`config.mk`:
```
export PLATFORM = sky130hd
export DESIGN_NAME = me_search_sched
export DESIGN_NICKNAME = d
export VERILOG_FILES = /design/src/rtl/me_search_sched.sv
export SDC_FILE = /design/constraint.sdc
export NUM_CORES = 1
export LEC_CHECK = 0
export ABC_AREA = 1
export BUFFER_PORTS_ARGS = -buffer_cell sky130_fd_sc_hd__buf_4
export CORE_ASPECT_RATIO = 1.75
export CORE_UTILIZATION = 52
export DETAILED_ROUTE_END_ITERATION = 7
export HOLD_SLACK_MARGIN = 0.05
export PLACE_DENSITY = 0.75
export SYNTH_ARGS = -nofsm -noshare
export SYNTH_HDL_FRONTEND = slang
export SYNTH_SLANG_ARGS = --single-unit
```
`constraint.sdc`:
```
create_clock -name clk -period 1.7 [get_ports clk]
set_input_delay 0.34 -clock clk [delete_from_list [all_inputs] [get_ports clk]]
set_output_delay 0.34 -clock clk [all_outputs]
set_load 0.005 [all_outputs]
```
`src/rtl/me_search_sched.sv`:
```
`default_nettype none
// ============================================================================
// Module   : me_search_sched
// Purpose  : Search-window scheduler for the motion-estimation PE array.
//            Preloads the current block, then walks the search window column
//            by column. A column runs as two down-sampled passes (pair 12,
//            then pair 34) or as four full-sampled passes (one per
//            sub-block). Each presented step drives the PE array controls.
// Ports    : clk, rst_n (async, active low)
//            start  - begin a window (sampled in IDLE only)
//            stall  - freeze the schedule for this cycle
//            abort  - return to IDLE, highest priority after reset
//            in_curr_enable, CB_select, abs_control, change_ref,
//            ref_input_control - PE array controls (registered)
//            search_column_count, search_row_count - step being presented
//            busy, col_done, done - status / handshake
// Config   : ME_SCHED_FULL_REGION_EN - when defined, columns in
//            [FULL_LO, FULL_HI) run full-sampled; otherwise every column
//            is down-sampled and the FULL state is not built.
// Revision : 1.0 - initial release
// ============================================================================
module me_search_sched #(
  parameter int N_COLS       = 32,
  parameter int COL_W        = 6,
  parameter int ROW_W        = 7,
  parameter int PRE_CYCLES   = 32,
  parameter int ROWS_DS      = 38,
  parameter int PRELOAD_DS   = 8,
  parameter int ROWS_FULL    = 21,
  parameter int PRELOAD_FULL = 4,
  parameter int FULL_LO      = 8,
  parameter int FULL_HI      = 24
) (
  input  logic             clk,
  input  logic             rst_n,
  input  logic             start,
  input  logic             stall,
  input  logic             abort,
  output logic             in_curr_enable,
  output logic             CB_select,
  output logic [1:0]       abs_control,
  output logic             change_ref,
  output logic             ref_input_control,
  output logic [COL_W-1:0] search_column_count,
  output logic [ROW_W-1:0] search_row_count,
  output logic             busy,
  output logic             col_done,
  output logic             done
);

  typedef enum logic [2:0] {
    S_IDLE = 3'd0,
    S_PRE  = 3'd1,
    S_DS   = 3'd2,
`ifdef ME_SCHED_FULL_REGION_EN
    S_FULL = 3'd3,
`endif
    S_DONE = 3'd4
  } state_t;

  localparam logic [ROW_W-1:0] c_pre_last   = ROW_W'(PRE_CYCLES - 1);
  localparam logic [ROW_W-1:0] c_pre_cycles = ROW_W'(PRE_CYCLES);
  localparam logic [ROW_W-1:0] c_ds_last    = ROW_W'(ROWS_DS - 1);
  localparam logic [ROW_W-1:0] c_ds_tail    = ROW_W'(ROWS_DS - 4);
  localparam logic [ROW_W-1:0] c_preload_ds = ROW_W'(PRELOAD_DS);
  localparam logic [COL_W-1:0] c_col_last   = COL_W'(N_COLS - 1);
`ifdef ME_SCHED_FULL_REGION_EN
  localparam logic [ROW_W-1:0] c_full_last    = ROW_W'(ROWS_FULL - 1);
  localparam logic [ROW_W-1:0] c_preload_full = ROW_W'(PRELOAD_FULL);
  localparam logic [COL_W-1:0] c_full_lo      = COL_W'(FULL_LO);
  localparam logic [COL_W-1:0] c_full_hi      = COL_W'(FULL_HI);
`endif

  // Elaboration-time sanity checks on the parameter set.
  if ((2 ** COL_W) <= N_COLS) begin : g_chk_col_w
    $error("me_search_sched: COL_W too narrow for N_COLS");
  end
  if ((ROWS_DS < PRE_CYCLES) || (ROWS_DS < PRELOAD_DS + 4)) begin : g_chk_rows_ds
    $error("me_search_sched: ROWS_DS too small");
  end
  if ((ROWS_FULL <= PRELOAD_FULL) || (FULL_LO > FULL_HI) || (FULL_HI > N_COLS)) begin : g_chk_full
    $error("me_search_sched: inconsistent full-sampled region parameters");
  end

  // Step currently presented on the outputs.
  state_t           state_q, state_d;
  logic [COL_W-1:0] col_q, col_d;
  logic [1:0]       pass_q, pass_d;
  logic [ROW_W-1:0] row_q, row_d;

  logic             ice_q, ice_d;
  logic             cb_q, cb_d;
  logic [1:0]       abs_q, abs_d;
  logic             cr_q, cr_d;
  logic             ric_q, ric_d;
  logic             busy_q, busy_d;
  logic             col_done_q, col_done_d;
  logic             done_q, done_d;

  logic [COL_W-1:0] col_inc;
  logic             last_row;
  logic             last_pass;
  logic             active;
  state_t           first_col_mode;
  state_t           next_col_mode;

  assign col_inc = col_q + 1'b1;

`ifdef ME_SCHED_FULL_REGION_EN
  function automatic state_t col_mode(input logic [COL_W-1:0] c);
    return ((c >= c_full_lo) && (c < c_full_hi)) ? S_FULL : S_DS;
  endfunction

  assign first_col_mode = col_mode('0);
  assign next_col_mode  = col_mode(col_inc);
  assign active = (state_q == S_PRE) || (state_q == S_DS) || (state_q == S_FULL);
`else
  assign first_col_mode = S_DS;
  assign next_col_mode  = S_DS;
  assign active = (state_q == S_PRE) || (state_q == S_DS);
`endif

  // Next step of the schedule (used only when not stalled / aborted).
  always_comb begin
    state_d   = state_q;
    col_d     = col_q;
    pass_d    = pass_q;
    row_d     = row_q;
    last_row  = (row_q == c_ds_last);
    last_pass = (pass_q == 2'd1);
`ifdef ME_SCHED_FULL_REGION_EN
    if (state_q == S_FULL) begin
      last_row  = (row_q == c_full_last);
      last_pass = (pass_q == 2'd3);
    end
`endif
    case (state_q)
      S_IDLE: begin
        if (start) begin
          state_d = S_PRE;
          col_d   = '0;
          pass_d  = '0;
          row_d   = '0;
        end
      end
      S_PRE: begin
        if (row_q == c_pre_last) begin
          state_d = first_col_mode;
          row_d   = '0;
        end else begin
          row_d = row_q + 1'b1;
        end
      end
`ifdef ME_SCHED_FULL_REGION_EN
      S_DS, S_FULL: begin
`else
      S_DS: begin
`endif
        if (last_row) begin
          row_d = '0;
          if (last_pass) begin
            pass_d = '0;
            if (col_q == c_col_last) begin
              state_d = S_DONE;
              col_d   = '0;
            end else begin
              state_d = next_col_mode;
              col_d   = col_inc;
            end
          end else begin
            pass_d = pass_q + 2'd1;
          end
        end else begin
          row_d = row_q + 1'b1;
        end
      end
      S_DONE: begin
        state_d = S_IDLE;
        col_d   = '0;
        pass_d  = '0;
        row_d   = '0;
      end
      default: begin
        state_d = S_IDLE;
      end
    endcase
  end

  // Controls for the step about to be presented, decoded from the next step
  // so that they land in registers alongside the counters.
  always_comb begin
    ice_d      = 1'b0;
    cb_d       = 1'b1;
    abs_d      = 2'd0;
    cr_d       = 1'b0;
    ric_d      = 1'b0;
    busy_d     = 1'b0;
    col_done_d = 1'b0;
    done_d     = 1'b0;
    case (state_d)
      S_PRE: begin
        ice_d  = 1'b1;
        busy_d = 1'b1;
      end
      S_DS: begin
        busy_d = 1'b1;
        ric_d  = 1'b1;
        cb_d   = ~pass_d[0];
        // abs_control base is 2*pass, so the pass bit is the MSB.
        if (row_d < c_preload_ds) begin
          abs_d = {pass_d[0], 1'b0};
          cr_d  = 1'b1;
        end else if (row_d < c_ds_tail) begin
          abs_d = {pass_d[0], ~row_d[0]};
          cr_d  = row_d[0];
        end else begin
          abs_d = {pass_d[0], 1'b1};
          cr_d  = 1'b1;
        end
        // Pair 34 is loaded in the background during column 0, pass 0.
        if ((col_d == '0) && (pass_d == 2'd0) && (row_d < c_pre_cycles)) begin
          ice_d = 1'b1;
          cb_d  = 1'b0;
        end
        col_done_d = (pass_d == 2'd1) && (row_d == c_ds_last);
      end
`ifdef ME_SCHED_FULL_REGION_EN
      S_FULL: begin
        busy_d     = 1'b1;
        abs_d      = pass_d;
        cb_d       = 1'b0;
        cr_d       = 1'b1;
        ric_d      = (row_d < c_preload_full);
        col_done_d = (pass_d == 2'd3) && (row_d == c_full_last);
      end
`endif
      S_DONE: begin
        done_d = 1'b1;
      end
      default: begin
        done_d = 1'b0;
      end
    endcase
  end

  always_ff @(posedge clk or negedge rst_n) begin
    if (!rst_n) begin
      state_q    <= S_IDLE;
      col_q      <= '0;
      pass_q     <= '0;
      row_q      <= '0;
      ice_q      <= 1'b0;
      cb_q       <= 1'b1;
      abs_q      <= 2'd0;
      cr_q       <= 1'b0;
      ric_q      <= 1'b0;
      busy_q     <= 1'b0;
      col_done_q <= 1'b0;
      done_q     <= 1'b0;
    end else if (abort) begin
      state_q    <= S_IDLE;
      col_q      <= '0;
      pass_q     <= '0;
      row_q      <= '0;
      ice_q      <= 1'b0;
      cb_q       <= 1'b1;
      abs_q      <= 2'd0;
      cr_q       <= 1'b0;
      ric_q      <= 1'b0;
      busy_q     <= 1'b0;
      col_done_q <= 1'b0;
      done_q     <= 1'b0;
    end else if (stall && active) begin
      // Hold the step; suppress the side-effecting strobes so the PE array
      // does not load or shift twice for the same step.
      ice_q      <= 1'b0;
      cr_q       <= 1'b0;
      col_done_q <= 1'b0;
    end else begin
      state_q    <= state_d;
      col_q      <= col_d;
      pass_q     <= pass_d;
      row_q      <= row_d;
      ice_q      <= ice_d;
      cb_q       <= cb_d;
      abs_q      <= abs_d;
      cr_q       <= cr_d;
      ric_q      <= ric_d;
      busy_q     <= busy_d;
      col_done_q <= col_done_d;
      done_q     <= done_d;
    end
  end

  assign in_curr_enable      = ice_q;
  assign CB_select           = cb_q;
  assign abs_control         = abs_q;
  assign change_ref          = cr_q;
  assign ref_input_control   = ric_q;
  assign search_column_count = col_q;
  assign search_row_count    = row_q;
  assign busy                = busy_q;
  assign col_done            = col_done_q;
  assign done                = done_q;

endmodule
`default_nettype wire

```
==> results.toml, run 1 <==
[setup_path]
rr_startpoint = "search_row_count[1]$_DFFE_PN0P_"
crit_type = "flip-flop to flip-flop"
r2r-end = "CB_select$_DFFE_PN1P_"
crit_required_ps = 1910
r2r_slack_ps = -150
crit_arrival_ps = 2060
cp-end-kind = "flip-flop"
worst-r2r-cell-count = 11
worstSetupStartpointType = "flip-flop"
crit_fanout = 5

[power_and_ir_drop]
power_frac_seq = 0.487
power-per-cell-area_nw_per_um2 = 459
p_sw_frac = 0.304
p_total_w = 0.00137
power.internal_w = 0.000956
leakagePower_nw = 1.58
p_sw_w = 0.000418
clock_power_share = 0.278
peakVddDrop_mv = 0.744
combPwrFrac = 0.235

[detailed_routing]
drt_wl_total_um = 6890
vias = 2400
ant_nets = 0
drc = 0
drt_first_pass_iters = 4
vias_per_cell = 5.66
drt-wirelength-per-cell_um = 16.3
drtIter0Drc = 124

[sta]
relSlewSlack = 0.696
grt_setup_unrepaired = "true"
hold_viol = 0
worst_slack_ps = -149
worst_slew_pin_slew_ps = 452
finalSetupTns_ps = -922
slew_violations = 0
max_freq_ghz = 0.541
finalCritPeriodShare = 1.09
layout_min_cycle_time_ps = 1850
hold_slack_ps = 328
final-setup-viol-count = 13
finalClockSkew_ps = 2.54

[worst_hold_path]
hp-class = "input port to flip-flop"
hold_depth = 3
hp-start = "abort"
worstHoldEndpoint = "CB_select$_DFFE_PN1P_"

[finish]
stdcell_area_um2 = 2990
final_cells = 424
syn_to_final_growth_pct = 52.2
nets = 387
nFillCells = 244
most-common-layout-cells = "82 x buf_4, 71 x nand2_1, 30 x inv_1"
drive_above_1_share = 0.505
final_common_cell = "buf_4"
antenna_cells = 0

[clock_tree]
clock_sinks = 27
clk_path_buf_depth = 2
clkTransAtPathRegs_ps = 100
insertion_delay_ps = 270
clockRootBuffer = "clkbuf_8"
cts_tree = "built"
htreeDepth = 1
numCtsBuffers = 3

[synthesis]
yosysTopAreaCellShare = 0.331
syn-cell-area_um2 = 1960
synth_cell_types = 28
synth_nets = 296
synth_top_area_cell = "dfrtp_1"
synth_seq_area_share = 0.345
ys_warn_count = 0
postSynthCellCount = 288
ys_seq_elements = 27
synth_area_per_cell_um2 = 6.82
synth_area_leaders = "dfrtp_1 33%, nand2_1 18%, nand3_1 7.4%, inv_1 6.9%, nor2_4 4.0%"

[status]
status = "complete, but fails checks"
violations = "setup timing"

[place]
place.gp.congestion = 1.05
dp.final_hpwl_um = 4770
port_buffers = 26
dp_cells = 407
dpl-instance-area_um2 = 2590

[global_routing]
antenna_found_initial = 0
grt-ovfl-total = 0
grt_max_degree = 28
grt_usage = 0.337
grt_pass1_wl_um = 10500
grt_pass1_vias = 2318

[floorplanning]
die_area_um2 = 4040
io_pins = 27
fp.dieH_um = 83.3
die_w_um = 48.5
start_util = 0.541
core_um2 = 3630
core.rowCount = 29

[job]
cap_viol_max_count = 0
power groups by stage:
stage                     Sequential, W  Combinational, W  Clock, W
after floorplan                0.000679          0.000121         0
after global placement         0.000676          0.000251         0
after detailed placement       0.000677          0.000254         0
after CTS                      0.000668          0.000281  0.000383
after global routing           0.000670          0.000344  0.000401
final                          0.000669          0.000323  0.000381
registers in the layout, summed over array words and instances (netlist names), 2 cells and up:
signal	count
pass_q	2
search_row_count	7
search_column_count	6
state_q	3
abs_control	2
final cells by class:
type | instances | area, µm² | area share
flip-flops and latches | 27 | 682 | 0.228
multi-input cells | 212 | 1330 | 0.443
repair buffers | 89 | 702 | 0.235
clock buffers | 3 | 41.3 | 0.0138
clock inverters | 1 | 7.51 | 0.00251
well taps | 46 | 57.6 | 0.0192
inverters | 46 | 175 | 0.0586
stage by stage:
| step | worst slack, ps | util |
|---|---|---|
| after global routing | -250 | 0.824 |
| final | -149 | 0.824 |
| after CTS | -113 | 0.775 |
| after detailed placement | -165 | 0.714 |
| after floorplan | 10.6 | - |
| after global placement | -97.7 | 0.714 |
worst max-delay path by stage:
| stage | from | end | slack (ps) | cells past startpoint |
|---|---|---|---|---|
| after floorplan | search_row_count[1]$_DFFE_PN0P_ | abs_control[0]$_DFFE_PN0P_ | 10 | 15 |
| after global placement | search_row_count[1]$_DFFE_PN0P_ | abs_control[0]$_DFFE_PN0P_ | -100 | 15 |
| after detailed placement | search_row_count[1]$_DFFE_PN0P_ | abs_control[0]$_DFFE_PN0P_ | -170 | 15 |
| after CTS | search_row_count[1]$_DFFE_PN0P_ | abs_control[0]$_DFFE_PN0P_ | -110 | 15 |
| after global routing | search_row_count[1]$_DFFE_PN0P_ | abs_control[0]$_DFFE_PN0P_ | -250 | 15 |
| final | search_row_count[1]$_DFFE_PN0P_ | CB_select$_DFFE_PN1P_ | -150 | 11 |
worst max-delay path, cell delays in order, from the launching register on:
cell and delay [ps]:
dfrtp_1 440, buf_6 140, ha_4 160, buf_6 130, nand2_4 70, nand2_2 50
nand3_1 70, nand4_1 200, nor2_4 250, nand3_2 100, o21ai_1 120, nand2_1 60
Yosys cell counts (all sizes together):
cell type	count
o2bb2ai	1
nor3	2
nor4	1
o21ai	15
nor2	29
a32o	1
buf	3
o22ai	7
dfstp	1
inv	46
nand2	106
ha	3
a21oi	6
nand4	5
nand3	35
a21o	1
dfrtp	26
metal layers:
layer	vias to the layer above	global-route usage	wire, µm
met5	-	0	0
met4	0	0.238	541
met3	45	0.0275	272
met2	118	0.603	3650
met1	1137	0.362	2430
li1	1100	-	-
repair_timing:
item,4_1_cts,5_1_grt
hold buffers,1,0
hold endpoints to repair,26,0
resized for setup,33,44
pin swaps,20,16
buffers inserted,7,5
endpoints found under the setup margin,10,25
cell families (layout without fill, tap and decap cells):
logic type / count (synthesis) / after routing / synth area share
AO/OA/AOI/OAI: 31 / 31 / 0.0911
buffers and inverters: 49 / 139 / 0.0968
flip-flops: 27 / 27 / 0.345
adder cells (fa/ha/maj): 3 / 3 / 0.0191
AND/OR/NAND/NOR: 178 / 178 / 0.448
(Power assumes the default switching activity.)
==> run 2: changes to the inputs <==
--- a/config.mk
+++ b/config.mk
@@ -8,10 +8,11 @@
 export ABC_AREA = 1
 export BUFFER_PORTS_ARGS = -buffer_cell sky130_fd_sc_hd__buf_4
 export CORE_ASPECT_RATIO = 1.75
-export CORE_UTILIZATION = 52
+export CORE_UTILIZATION = 57
 export DETAILED_ROUTE_END_ITERATION = 7
 export HOLD_SLACK_MARGIN = 0.05
-export PLACE_DENSITY = 0.75
+export PLACE_DENSITY = 0.78
+export SKIP_CTS_REPAIR_TIMING = 1
 export SYNTH_ARGS = -nofsm -noshare
 export SYNTH_HDL_FRONTEND = slang
 export SYNTH_SLANG_ARGS = --single-unit
==> constraint.sdc (replaced) <==
create_clock -name clk -period 1.9 [get_ports clk]
set_input_delay 0.38 -clock clk [delete_from_list [all_inputs] [get_ports clk]]
set_output_delay 0.38 -clock clk [all_outputs]
set_load 0.005 [all_outputs]
==> run 2 against run 1 <==
Net effect: the run still ends with setup timing left; largest cell class unchanged; worst setup slack improved by 140 ps; final area fell by 15%; critical path type unchanged; sequential power fell by 11%; critical path depth rose by 2.
==> results.toml, run 2 (synthesis results as in run 1) <==
[worst_hold_path]
hold_depth = 3
hp-class = "input port to flip-flop"
worstHoldEndpoint = "CB_select$_DFFE_PN1P_"
hp-start = "abort"

[floorplanning]
core_um2 = 3210
die_area_um2 = 3690
core.rowCount = 27
start_util = 0.612
fp.dieH_um = 79.7
io_pins = 27
die_w_um = 46.4

[place]
dp.final_hpwl_um = 4340
dp_cells = 372
place.gp.congestion = 0.910
port_buffers = 26

[finish]
antenna_cells = 0
multi_input_area_um2 = 1160
regArea_um2 = 678
nets = 351
nFillCells = 237
syn_to_final_growth_pct = 28.9
most-common-layout-cells = "91 x nand2_1, 51 x buf_4, 35 x inv_1"
final_cells = 385
largest_register_ffs = 7
postLayoutCoreUtil = 0.789
drive_above_1_share = 0.325
final_common_cell = "nand2_1"

[sta]
relSlewSlack = 0.756
worst_slack_ps = -5.85
grt_setup_unrepaired = "true"
finalSetupTns_ps = -5.85
hold_viol = 0
layout_min_cycle_time_ps = 1910
finalClockSkew_ps = 3.84
max_freq_ghz = 0.525
worst_slew_pin_slew_ps = 366
hold_slack_ps = 361
slew_violations = 0
final-setup-viol-count = 1
finalCritPeriodShare = 1.00

[setup_path]
crit_required_ps = 2120
crit_fanout = 6
crit_arrival_ps = 2120
r2r-end = "CB_select$_DFFE_PN1P_"
worst-r2r-cell-count = 13
worstSetupStartpoint = "search_row_count[1]$_DFFE_PN0P_"
r2r_slack_ps = -6
cp-end-kind = "flip-flop"
worstSetupStartpointType = "flip-flop"
rr_startpoint = "search_row_count[1]$_DFFE_PN0P_"
crit_type = "flip-flop to flip-flop"

[detailed_routing]
vias_per_cell = 5.59
drc = 0
drtIter0Drc = 63
drt_wl_total_um = 5860
vias = 2152
drt-wirelength-per-cell_um = 15.2
drt_first_pass_iters = 4
ant_nets = 0

[status]
violations = "setup timing"
status = "complete, but fails checks"

[global_routing]
antenna_found_initial = 0
grt_pass1_wl_um = 9000
grt_max_degree = 28
grt_pass1_vias = 1981
grt-ovfl-total = 0
grt_usage = 0.337

[power_and_ir_drop]
leakagePower_nw = 1.35
peakVddDrop_mv = 0.353
power-per-cell-area_nw_per_um2 = 460

[clock_tree]
cts_tree = "built"
clock_sinks = 27
htreeDepth = 1
clk_path_buf_depth = 2
clockRootBuffer = "clkbuf_8"
insertion_delay_ps = 280
clkTransAtPathRegs_ps = 100
numCtsBuffers = 3

[job]
cap_viol_max_count = 0
## run 2: worst max path at each step
stage | to
floorplan | abs_control[0]$_DFFE_PN0P_
global placement | CB_select$_DFFE_PN1P_
detailed placement | CB_select$_DFFE_PN1P_
CTS | CB_select$_DFFE_PN1P_
global route | CB_select$_DFFE_PN1P_
finish | CB_select$_DFFE_PN1P_
## run 2: per-stage QoR
stage                     setup WS [ps]  cell area, µm²  total power, W
after global routing               -115            2530         0.00121
after CTS                         -35.9            2380         0.00115
after floorplan                     170            1960        0.000715
final                             -5.85            2530         0.00117
after detailed placement          -11.0            2330        0.000803
after global placement             1.71            2330        0.000801
## run 2: worst max-delay path, stage by stage, from the launching register on
cell and delay [ps]:
dfrtp_1 440, inv_2 100, ha_4 130, nand3_1 130, nor2_4 210, nand3_1 100, nand2_1 70, nand2_1 50
nand2_1 130, inv_1 70, nor2_1 100, nand3_1 80, o21ai_2 160, nand2_1 70
## run 2: routing by layer
layer  share of wire  GRT usage  vias up
met5               0          0        -
met4           0.060      0.209        0
met3           0.046     0.0407       34
met2            0.53      0.564       91
met1            0.37      0.380     1001
li1                -          -     1026
## run 2: area by class of cell
class                           count  area share
Tap cell                           43      0.0213
Multi-Input combinational cell    212       0.460
Inverter                           46      0.0682
Timing Repair Buffer               53       0.163
Clock inverter                      1     0.00297
Sequential cell                    27       0.268
Clock buffer                        3      0.0163
## run 2: where the power goes
group	leakage, nW	internal [W]	total (W)	switching (W)
logic	0.958	0.0000768	0.000221	0.000144
registers	0.369	0.000587	0.000598	0.0000119
clock network	0.0217	0.000149	0.000346	0.000197
total	1.35	0.000813	0.00117	0.000353
==> run 3: changes to the inputs <==
--- a/config.mk
+++ b/config.mk
@@ -6,6 +6,7 @@
 export NUM_CORES = 1
 export LEC_CHECK = 0
 export ABC_AREA = 1
+export ABC_CLOCK_PERIOD_IN_PS = 1800
 export BUFFER_PORTS_ARGS = -buffer_cell sky130_fd_sc_hd__buf_4
 export CORE_ASPECT_RATIO = 1.75
 export CORE_UTILIZATION = 57
==> constraint.sdc (replaced) <==
create_clock -name clk -period 1.8 [get_ports clk]
set_input_delay 0.36 -clock clk [delete_from_list [all_inputs] [get_ports clk]]
set_output_delay 0.36 -clock clk [all_outputs]
set_load 0.005 [all_outputs]
==> run 3 against run 2 <==
Net effect: clock power increased by 6.6%; sequential cell count unchanged; first-iteration DRC count increased by 92%; final cell count increased by 5.2%; count of clock-buffer cells in the layout unchanged; power increased by 7.9%; register-to-register slack got worse by 110 ps; combinational power increased by 15%; largest power group unchanged; final area increased by 7.6%; the flow still finishes with violations (setup timing); die area unchanged; sequential power increased by 6.0%.
==> results.toml, run 3 (synthesis results as in run 1) <==
[sta]
worst_slack_ps = -111
finalSetupTns_ps = -477
slew_violations = 0
finalCritPeriodShare = 1.06
grt_setup_unrepaired = "true"
finalClockSkew_ps = 5.32
hold_viol = 0
max_freq_ghz = 0.523
final-setup-viol-count = 6
layout_min_cycle_time_ps = 1910
relSlewSlack = 0.751
hold_slack_ps = 325
worst_slew_pin_slew_ps = 374

[power_and_ir_drop]
p_total_w = 0.00126
power-per-cell-area_nw_per_um2 = 462
peakVddDrop_mv = 0.391
leakagePower_nw = 1.44

[detailed_routing]
drt_first_pass_iters = 4
drc = 0
drt_wl_total_um = 6710
vias_per_cell = 5.68
drt-wirelength-per-cell_um = 16.6
ant_nets = 0
drtIter0Drc = 121
vias = 2300

[global_routing]
grt-ovfl-total = 0
grt_usage = 0.371
grt_pass1_wl_um = 9690
grt_pass1_vias = 2176
grt_max_degree = 28
antenna_found_initial = 0

[clock_tree]
clock_sinks = 27
insertion_delay_ps = 280
cts_tree = "built"
clkTransAtPathRegs_ps = 100
numCtsBuffers = 3
htreeDepth = 1
clockRootBuffer = "clkbuf_8"
clk_path_buf_depth = 2

[worst_hold_path]
worstHoldEndpoint = "CB_select$_DFFE_PN1P_"
hp-start = "abort"
hp-class = "input port to flip-flop"
hold_depth = 3

[finish]
syn_to_final_growth_pct = 38.7
drive_above_1_share = 0.417
largest_register_ffs = 7
antenna_cells = 0
postLayoutCoreUtil = 0.849
nets = 371
final_common_cell = "nand2_1"
most-common-layout-cells = "81 x nand2_1, 70 x buf_4, 32 x inv_1"

[floorplanning]
start_util = 0.612
core_um2 = 3210
die_area_um2 = 3690
die_w_um = 46.4
fp.dieH_um = 79.7
core.rowCount = 27
io_pins = 27

[setup_path]
r2r-end = "change_ref$_DFF_PN0_"
worstSetupStartpointType = "flip-flop"
crit_required_ps = 1970
worst-r2r-cell-count = 12
crit_arrival_ps = 2080
rr_startpoint = "state_q[0]$_DFFE_PN0P_"
crit_type = "flip-flop to flip-flop"
cp-end-kind = "flip-flop"
crit_fanout = 8
r2r_slack_ps = -110

[status]
violations = "setup timing"
status = "complete, but fails checks"

[place]
place.gp.congestion = 1.01
dp.final_hpwl_um = 4820
port_buffers = 26
dp_slack_ps = -73.7

[job]
cap_viol_max_count = 0
==> run 3: changes by cell type in the layout (fill, tap and decap cells not counted), moves of 4 or more <==
cell,previous run,this run
nand2_1,91,81
dfrtp_1,25,21
nand3_2,5,9
nand2_2,11,22
buf_4,51,70
dfrtp_2,1,5
==> run 3: report_power, final <==
part           internal (W)  switching [W]  leakage [nW]
clock              0.000158       0.000211        0.0217
combinational     0.0000929       0.000162          1.06
sequential         0.000619      0.0000144         0.362
total              0.000870       0.000388          1.44
==> run 3: worst max path at each step <==
| stage | start | to | cells after the start |
|---|---|---|---|
| after detailed placement | search_row_count[1]$_DFFE_PN0P_ | CB_select$_DFFE_PN1P_ | 13 |
| after floorplan | search_row_count[1]$_DFFE_PN0P_ | abs_control[0]$_DFFE_PN0P_ | 15 |
| after CTS | search_row_count[1]$_DFFE_PN0P_ | abs_control[0]$_DFFE_PN0P_ | 15 |
| after global placement | search_row_count[1]$_DFFE_PN0P_ | CB_select$_DFFE_PN1P_ | 13 |
| final | state_q[0]$_DFFE_PN0P_ | change_ref$_DFF_PN0_ | 12 |
| after global routing | search_row_count[1]$_DFFE_PN0P_ | CB_select$_DFFE_PN1P_ | 13 |
==> run 3: critical path, cell delays in order, from the launching register on <==
cell and delay (ps):
dfrtp_1 460, inv_2 110, nand2_2 80, nor2_4 230
buf_6 150, nand2_4 70, nand2_4 100, nand3_2 70
nand2_2 100, nor2_4 60, buf_4 120, a21oi_1 160
a21oi_1 90
==> run 3: per-stage QoR <==
stage / instances / area, µm²
floorplan: 288 / 1960
global placement: 394 / 2500
detailed placement: 394 / 2500
CTS: 398 / 2540
global route: 405 / 2720
finish: 405 / 2720
==> run 3: cell type report <==
cell class              instances  area [µm²]
fillers                       203         485
multi-input cells             212        1210
inverters                      46         173
clock buffers                   3        41.3
repair buffers                 73         558
well taps                      43        53.8
clock inverters                 1        7.51
flip-flops and latches         27         683
==> run 3: layer usage <==
| layer | track usage | part of all wire | routed length [µm] | up-vias |
|---|---|---|---|---|
| met5 | 0 | 0 | 0 | - |
| met1 | 0.372 | 0.34 | 2280 | 1052 |
| li1 | - | - | - | 1069 |
| met4 | 0.212 | 0.073 | 488 | 0 |
| met2 | 0.667 | 0.54 | 3600 | 114 |
| met3 | 0.0566 | 0.052 | 346 | 65 |
